$ cat src/rtl/ref_window_loader_if.sv
// Bundle of the command, frame-memory read port and window handshake
// signals of ref_window_loader.
interface ref_window_loader_if #(
    parameter int ADDR_W = 12,
    parameter int WIN    = 15
);
    localparam int BUF_W = WIN * WIN * 8;

    logic                    start;
    logic signed [8:0]       win_x;
    logic signed [8:0]       win_y;
    logic                    mem_rd_en;
    logic [ADDR_W-1:0]       mem_addr;
    logic [7:0]              mem_rd_data;
    logic [BUF_W-1:0]        win_buffer;
    logic                    win_valid;
    logic                    win_ready;
    logic                    busy;
    logic                    done;

    modport master (
        output start, win_x, win_y, mem_rd_data, win_ready,
        input  mem_rd_en, mem_addr, win_buffer, win_valid, busy, done
    );

    modport slave (
        input  start, win_x, win_y, mem_rd_data, win_ready,
        output mem_rd_en, mem_addr, win_buffer, win_valid, busy, done
    );
endinterface

$ cat src/rtl/ref_window_loader.sv
// Fetches a WIN x WIN edge-clamped reference window from frame memory, one
// byte per cycle, and presents it as a packed buffer with valid/ready.
module ref_window_loader #(
    parameter int FRAME_W = 64,
    parameter int FRAME_H = 64,
    parameter int ADDR_W  = 12,
    parameter int WIN     = 15
) (
    input  logic                clk,
    input  logic                rst,
    ref_window_loader_if.slave  bus
);
    localparam int X_W   = $clog2(FRAME_W);
    localparam int Y_W   = $clog2(FRAME_H);
    localparam int BUF_W = WIN * WIN * 8;
    localparam logic [3:0]        LAST  = 4'(WIN - 1);
    localparam logic signed [9:0] X_MAX = 10'(FRAME_W - 1);
    localparam logic signed [9:0] Y_MAX = 10'(FRAME_H - 1);

    typedef enum logic [1:0] {IDLE, FETCH, DRAIN, HOLD} state_t;

    state_t            state_q, state_d;
    logic [3:0]        row_p0, col_p0;
    logic signed [8:0] org_x, org_y;
    logic signed [9:0] pos_x_p0, pos_y_p0, cx_p0, cy_p0;
    logic              vld_p1;
    logic [7:0]        idx_p1;
    logic              done_q;
    logic [BUF_W-1:0]  win_buf;

    function automatic logic signed [9:0] clamp_coord(input logic signed [9:0] v,
                                                      input logic signed [9:0] hi);
        if (v < 10'sd0)
            return 10'sd0;
        else if (v > hi)
            return hi;
        else
            return v;
    endfunction

    // Issue stage (p0): clamped address for the current (row, col)
    assign pos_x_p0 = $signed({org_x[8], org_x}) + $signed({6'd0, col_p0});
    assign pos_y_p0 = $signed({org_y[8], org_y}) + $signed({6'd0, row_p0});
    assign cx_p0    = clamp_coord(pos_x_p0, X_MAX);
    assign cy_p0    = clamp_coord(pos_y_p0, Y_MAX);

    assign bus.mem_rd_en  = (state_q == FETCH);
    assign bus.mem_addr   = (state_q == FETCH) ? ADDR_W'({cy_p0[Y_W-1:0], cx_p0[X_W-1:0]})
                                               : '0;
    assign bus.win_valid  = (state_q == HOLD);
    assign bus.busy       = (state_q != IDLE);
    assign bus.done       = done_q;
    assign bus.win_buffer = win_buf;

    always_comb begin
        state_d = state_q;
        case (state_q)
            IDLE:    if (bus.start) state_d = FETCH;
            FETCH:   if (row_p0 == LAST && col_p0 == LAST) state_d = DRAIN;
            DRAIN:   state_d = HOLD;
            HOLD:    if (bus.win_ready) state_d = IDLE;
            default: state_d = IDLE;
        endcase
    end

    always_ff @(posedge clk or posedge rst) begin
        if (rst) begin
            state_q <= IDLE;
            row_p0  <= '0;
            col_p0  <= '0;
            vld_p1  <= 1'b0;
            idx_p1  <= '0;
            done_q  <= 1'b0;
            win_buf <= '0;
        end else begin
            state_q <= state_d;
            done_q  <= (state_q == HOLD) && bus.win_ready;
            vld_p1  <= (state_q == FETCH);
            idx_p1  <= 8'(row_p0) * 8'(WIN) + 8'(col_p0);
            if (state_q == IDLE && bus.start) begin
                row_p0 <= '0;
                col_p0 <= '0;
            end else if (state_q == FETCH && !(row_p0 == LAST && col_p0 == LAST)) begin
                if (col_p0 == LAST) begin
                    col_p0 <= '0;
                    row_p0 <= row_p0 + 4'd1;
                end else begin
                    col_p0 <= col_p0 + 4'd1;
                end
            end
            // Capture stage (p1): byte returned for the read issued last cycle
            if (vld_p1)
                win_buf[{idx_p1, 3'b000} +: 8] <= bus.mem_rd_data;
        end
    end

    always_ff @(posedge clk) begin
        if (state_q == IDLE && bus.start) begin
            org_x <= bus.win_x;
            org_y <= bus.win_y;
        end
    end
endmodule

$ cat src/flat_wrapper.sv
// flat-port wrapper written by rule: the top's interface ports become plain ports
module ref_window_loader_flat 
#(
    parameter int FRAME_W = 64,
    parameter int FRAME_H = 64,
    parameter int ADDR_W  = 12,
    parameter int WIN     = 15
)
  (clk, rst, bus_start, bus_win_x, bus_win_y, bus_mem_rd_data, bus_win_ready, bus_mem_rd_en, bus_mem_addr, bus_win_buffer, bus_win_valid, bus_busy, bus_done);
  ref_window_loader_if #(.ADDR_W(ADDR_W), .WIN(WIN)) bus_i ();
  input  logic clk;
  input  logic rst;
  input wire logic [$bits(bus_i.start)-1:0] bus_start;
  input wire logic [$bits(bus_i.win_x)-1:0] bus_win_x;
  input wire logic [$bits(bus_i.win_y)-1:0] bus_win_y;
  input wire logic [$bits(bus_i.mem_rd_data)-1:0] bus_mem_rd_data;
  input wire logic [$bits(bus_i.win_ready)-1:0] bus_win_ready;
  output wire logic [$bits(bus_i.mem_rd_en)-1:0] bus_mem_rd_en;
  output wire logic [$bits(bus_i.mem_addr)-1:0] bus_mem_addr;
  output wire logic [$bits(bus_i.win_buffer)-1:0] bus_win_buffer;
  output wire logic [$bits(bus_i.win_valid)-1:0] bus_win_valid;
  output wire logic [$bits(bus_i.busy)-1:0] bus_busy;
  output wire logic [$bits(bus_i.done)-1:0] bus_done;
  assign bus_i.start = bus_start;
  assign bus_i.win_x = bus_win_x;
  assign bus_i.win_y = bus_win_y;
  assign bus_i.mem_rd_data = bus_mem_rd_data;
  assign bus_i.win_ready = bus_win_ready;
  assign bus_mem_rd_en = bus_i.mem_rd_en;
  assign bus_mem_addr = bus_i.mem_addr;
  assign bus_win_buffer = bus_i.win_buffer;
  assign bus_win_valid = bus_i.win_valid;
  assign bus_busy = bus_i.busy;
  assign bus_done = bus_i.done;
  ref_window_loader #(.FRAME_W(FRAME_W), .FRAME_H(FRAME_H), .ADDR_W(ADDR_W), .WIN(WIN)) u_core (.clk(clk), .rst(rst), .bus(bus_i));
endmodule
$ cat config.mk
export PLATFORM = sky130hd
export DESIGN_NAME = ref_window_loader_flat
export DESIGN_NICKNAME = d
export VERILOG_FILES = /design/src/rtl/ref_window_loader_if.sv /design/src/rtl/ref_window_loader.sv /design/src/flat_wrapper.sv
export SDC_FILE = /design/constraint.sdc
export NUM_CORES = 2
export LEC_CHECK = 0
export ABC_CLOCK_PERIOD_IN_PS = 75500
export BUFFER_PORTS_ARGS = -buffer_cell sky130_fd_sc_hd__buf_2
export CORE_AREA = 3 3 715 717
export DETAILED_ROUTE_END_ITERATION = 7
export DIE_AREA = 0 0 718 720
export SLEW_MARGIN = 20
export SYNTH_ARGS = -nofsm -noshare
export SYNTH_HDL_FRONTEND = slang
export SYNTH_SLANG_ARGS = --single-unit
$ cat constraint.sdc
create_clock -name clk -period 75.5 [get_ports clk]
set_input_delay 15.1 -clock clk [delete_from_list [all_inputs] [get_ports clk]]
set_output_delay 15.1 -clock clk [all_outputs]
set_load 0.01 [all_outputs]
==> metrics.yaml <==
peakVddDrop_mv: 0.0417
dp.cells: 13600
synth_seq_cells: 1838
grt_pass1_wl_mm: 568
r2r.worst_path.cells: 9
clock_latency_ns: 0.91
grt_most_used_layer: "met2"
slew_headroom_pct: 12.9
switchingPower_uw: 1280
instances_no_fill: 14000
syn_area_um2: 72800
dp_slack_ns: 55.81
dp_hpwl_mm: 342
seq_area_frac_synth_pct: 63.3
hold_viol_final: 0
r2r_slack_ns: 70.04
synth_top_area_share_pct: 62.5
path_class: "register to output pin"
timing.rr.end: "u_core.bus.win_buffer[858]$_DFFE_PP0P_"
setup.worst_path.start: "u_core.col_p0[1]$_DFFE_PP0P_"
use_met3_pct: 3.64
pwr-share-comb_pct: 30.5
synth.distinct_cells: 70
p_int_uw: 1980
use_met1_pct: 20.0
cts_num_sinks: 1838
yosysTopAreaCell: "dfrtp_1"
cp.arrival_ns: 3.65
fmax_mhz: 53.3
finalSetupViolations: 0
cts_inserted_buffers: 209
outcome: "completed"
dpl_cell_area_um2: 91300
syn_inst: 5174
crit_fanout: 7
synth_nets: 5250
finalCriticalPeriod_ns: 18.75
nFillCells: 55000
vias: 53700
viasPerCell: 3.83
core_um2: 505000
setup_ws_ns: 56.75
drtPass1Iterations: 6
design_area_um2: 98400
hold_path.class: "register to register"
ant_nets: 0
finalCritPeriodShare_pct: 24.8
synthTopCellsByArea: "dfrtp_1, mux2_2, nand2_1"
end_kind: "output pin"
synth_area_per_cell_um2: 14.1
row_count: 261
p_per_area_nw_per_um2: 33.2
routed_wl_mm: 441
grt_usage_pct: 16.4
synth_common_cells: "dfrtp_1, mux2_2, nand2_1, clkbuf_1, o21ai_0"
rsz0062_at_grt: "no"
syn2layout_area_growth_pct: 35.1
synth_edf_count: 18
io_buffers: 1845
remaining_drc_errors: 0
cts_tree: "built"
synth_most_common_cell: "dfrtp_1"
routedWlPerCell_um: 31.4
yosys_warnings: 0
met2_usage_pct: 28.2
clk_path_buf_depth: 4
clk_pin_slew_ns: 0.06
detail_route.iter0.violations: 4272
start_kind: "register"
h-tree-depth: 4
root_buffer: "clkbuf_16"
synth_ff_type: "dfrtp_1"
cp_data_required_time_ns: 60.40
maxSlewViolCount: 0
grt_max_degree: 172
leakagePower_uw: 0.0487
cap_violations: 0
die-area_um2: 517000
die_w_um: 718
post_cts_buffers: 0
initial_core_util_pct: 14.4
skew_ns: 0.0595
antenna_found_initial: 74
place.gp.congestion: 0.879
swShare_pct: 39.4
tns_ns: 0
clkPwrFrac_pct: 32.5
tightest_slew_ns: 1.30
timing.rr.start: "u_core.idx_p1[1]$_DFF_PP0_"
ctsResizeCount: 0
nets: 7184
grt_overflow: 0
hold_buffers: 0
seq_power_share_pct: 37.0
drive_gt1_share_pct: 56.2
chipHeight_um: 720
async_reset_ff_share_pct: 99.0
io_pins: 1846
endpoint: "bus_mem_addr[5]"
first_global_vias: 54500
post-route-util_pct: 19.5
## power by group through the flow
| stage | logic (uW) | registers, uW | clock network, uW |
|---|---|---|---|
| 2_1_floorplan | 325 | 1280 | 0 |
| 4_1_cts | 1040 | 1210 | 1090 |
| 3_3_place_gp | 1030 | 1220 | 0 |
| 5_1_grt | 1060 | 1220 | 1120 |
| 6_report | 994 | 1210 | 1060 |
| 3_5_place_dp | 1040 | 1220 | 0 |
## cells in the final DEF, fill, tap and decap left out, drive strengths merged, types with 7 or more instances in the layout
master | Yosys | final
diode | 0 | 30
o21ai | 193 | 193
or4 | 7 | 7
buf | 65 | 2034
or3 | 19 | 19
dfrtp | 1820 | 1820
clkinvlp | 0 | 7
clkinv | 0 | 45
nand2 | 452 | 452
nand4 | 28 | 28
o31ai | 73 | 73
mux2 | 1501 | 1501
ha | 37 | 37
nand2b | 7 | 7
inv | 51 | 69
nor4 | 8 | 8
edfxtp | 18 | 18
and2 | 42 | 42
a21oi | 18 | 18
mux2i | 15 | 15
xor2 | 8 | 8
fa | 9 | 9
nand3 | 83 | 83
xnor2 | 12 | 12
bufinv | 0 | 13
clkbuf | 247 | 298
nor3 | 141 | 141
o41ai | 46 | 46
and3 | 8 | 8
nor2 | 212 | 212
## per-layer routing
layer	share of wire [%]	wire (um)	up-vias
met5	0	0	-
met4	4.4	19300	0
met3	6.5	28900	587
met2	49	215000	2425
met1	40	178000	28600
li1	-	-	22100
## worst min-delay path by stage
stage               cells past startpoint                               startpoint                                 endpoint  slack [ns]
floorplan                               2  u_core.bus.win_buffer[1560]$_DFFE_PP0P_  u_core.bus.win_buffer[1560]$_DFFE_PP0P_        0.51
global placement                        2  u_core.bus.win_buffer[1738]$_DFFE_PP0P_  u_core.bus.win_buffer[1738]$_DFFE_PP0P_        0.45
detailed placement                      2  u_core.bus.win_buffer[1560]$_DFFE_PP0P_  u_core.bus.win_buffer[1560]$_DFFE_PP0P_        0.46
CTS                                     2  u_core.bus.win_buffer[1560]$_DFFE_PP0P_  u_core.bus.win_buffer[1560]$_DFFE_PP0P_        0.47
global route                            2   u_core.bus.win_buffer[718]$_DFFE_PP0P_   u_core.bus.win_buffer[718]$_DFFE_PP0P_        0.49
finish                                  2  u_core.bus.win_buffer[1210]$_DFFE_PP0P_  u_core.bus.win_buffer[1210]$_DFFE_PP0P_        0.47
## per-stage QoR
step,power [uW],hold slack (ns)
final,3260,0.473
after global routing,3400,0.493
after global placement,2250,0.454
after CTS,3340,0.471
after floorplan,1600,0.507
after detailed placement,2260,0.457
## sequential cells by signal, indices dropped and copies added, names as in the netlist
register and flops:
u_core.org_x 9, u_core.idx_p1 8, u_core.state_q 2, u_core.col_p0 4, u_core.org_y 9, u_core.row_p0 4
u_core.bus.done 1, u_core.bus.win_buffer 1800, u_core.vld_p1 1
## kinds of logic (layout without fill, tap and decap cells)
family / after synthesis / count (layout) / share of synthesized area, %
DFF: 1838 / 1838 / 63.3
muxes: 1516 / 1516 / 23.4
and+or+nand+nor: 1023 / 1023 / 7.00
AOI/OAI and AO/OA: 368 / 368 / 3.22
buffers and inverters: 363 / 2466 / 1.98
adders and majority gates: 46 / 46 / 0.883
xor gates and xnor gates: 20 / 20 / 0.240
other: 0 / 30 / 0
## area by class of cell
| cell class | instances | area (um^2) | share of cell area [%] |
|---|---|---|---|
| Clock buffer | 297 | 6070 | 6.16 |
| Sequential cell | 1838 | 46100 | 46.8 |
| Inverter | 51 | 199 | 0.202 |
| Tap cell | 6706 | 8390 | 8.53 |
| Antenna cell | 30 | 75.1 | 0.0763 |
| Multi-Input combinational cell | 2973 | 25800 | 26.2 |
| Timing Repair Buffer | 2035 | 10900 | 11.0 |
| Clock inverter | 83 | 975 | 0.990 |
## critical path, cell delays in order (launching register included)
cell,delay (ns)
dfrtp_1,0.47
ha_1,0.32
a21o_1,0.17
a21o_1,0.22
a21oi_1,0.21
nor2b_1,0.08
xnor2_1,0.13
o21ai_0,0.90
buf_2,0.29
No activity file was read; power rests on OpenSTA's default activity.
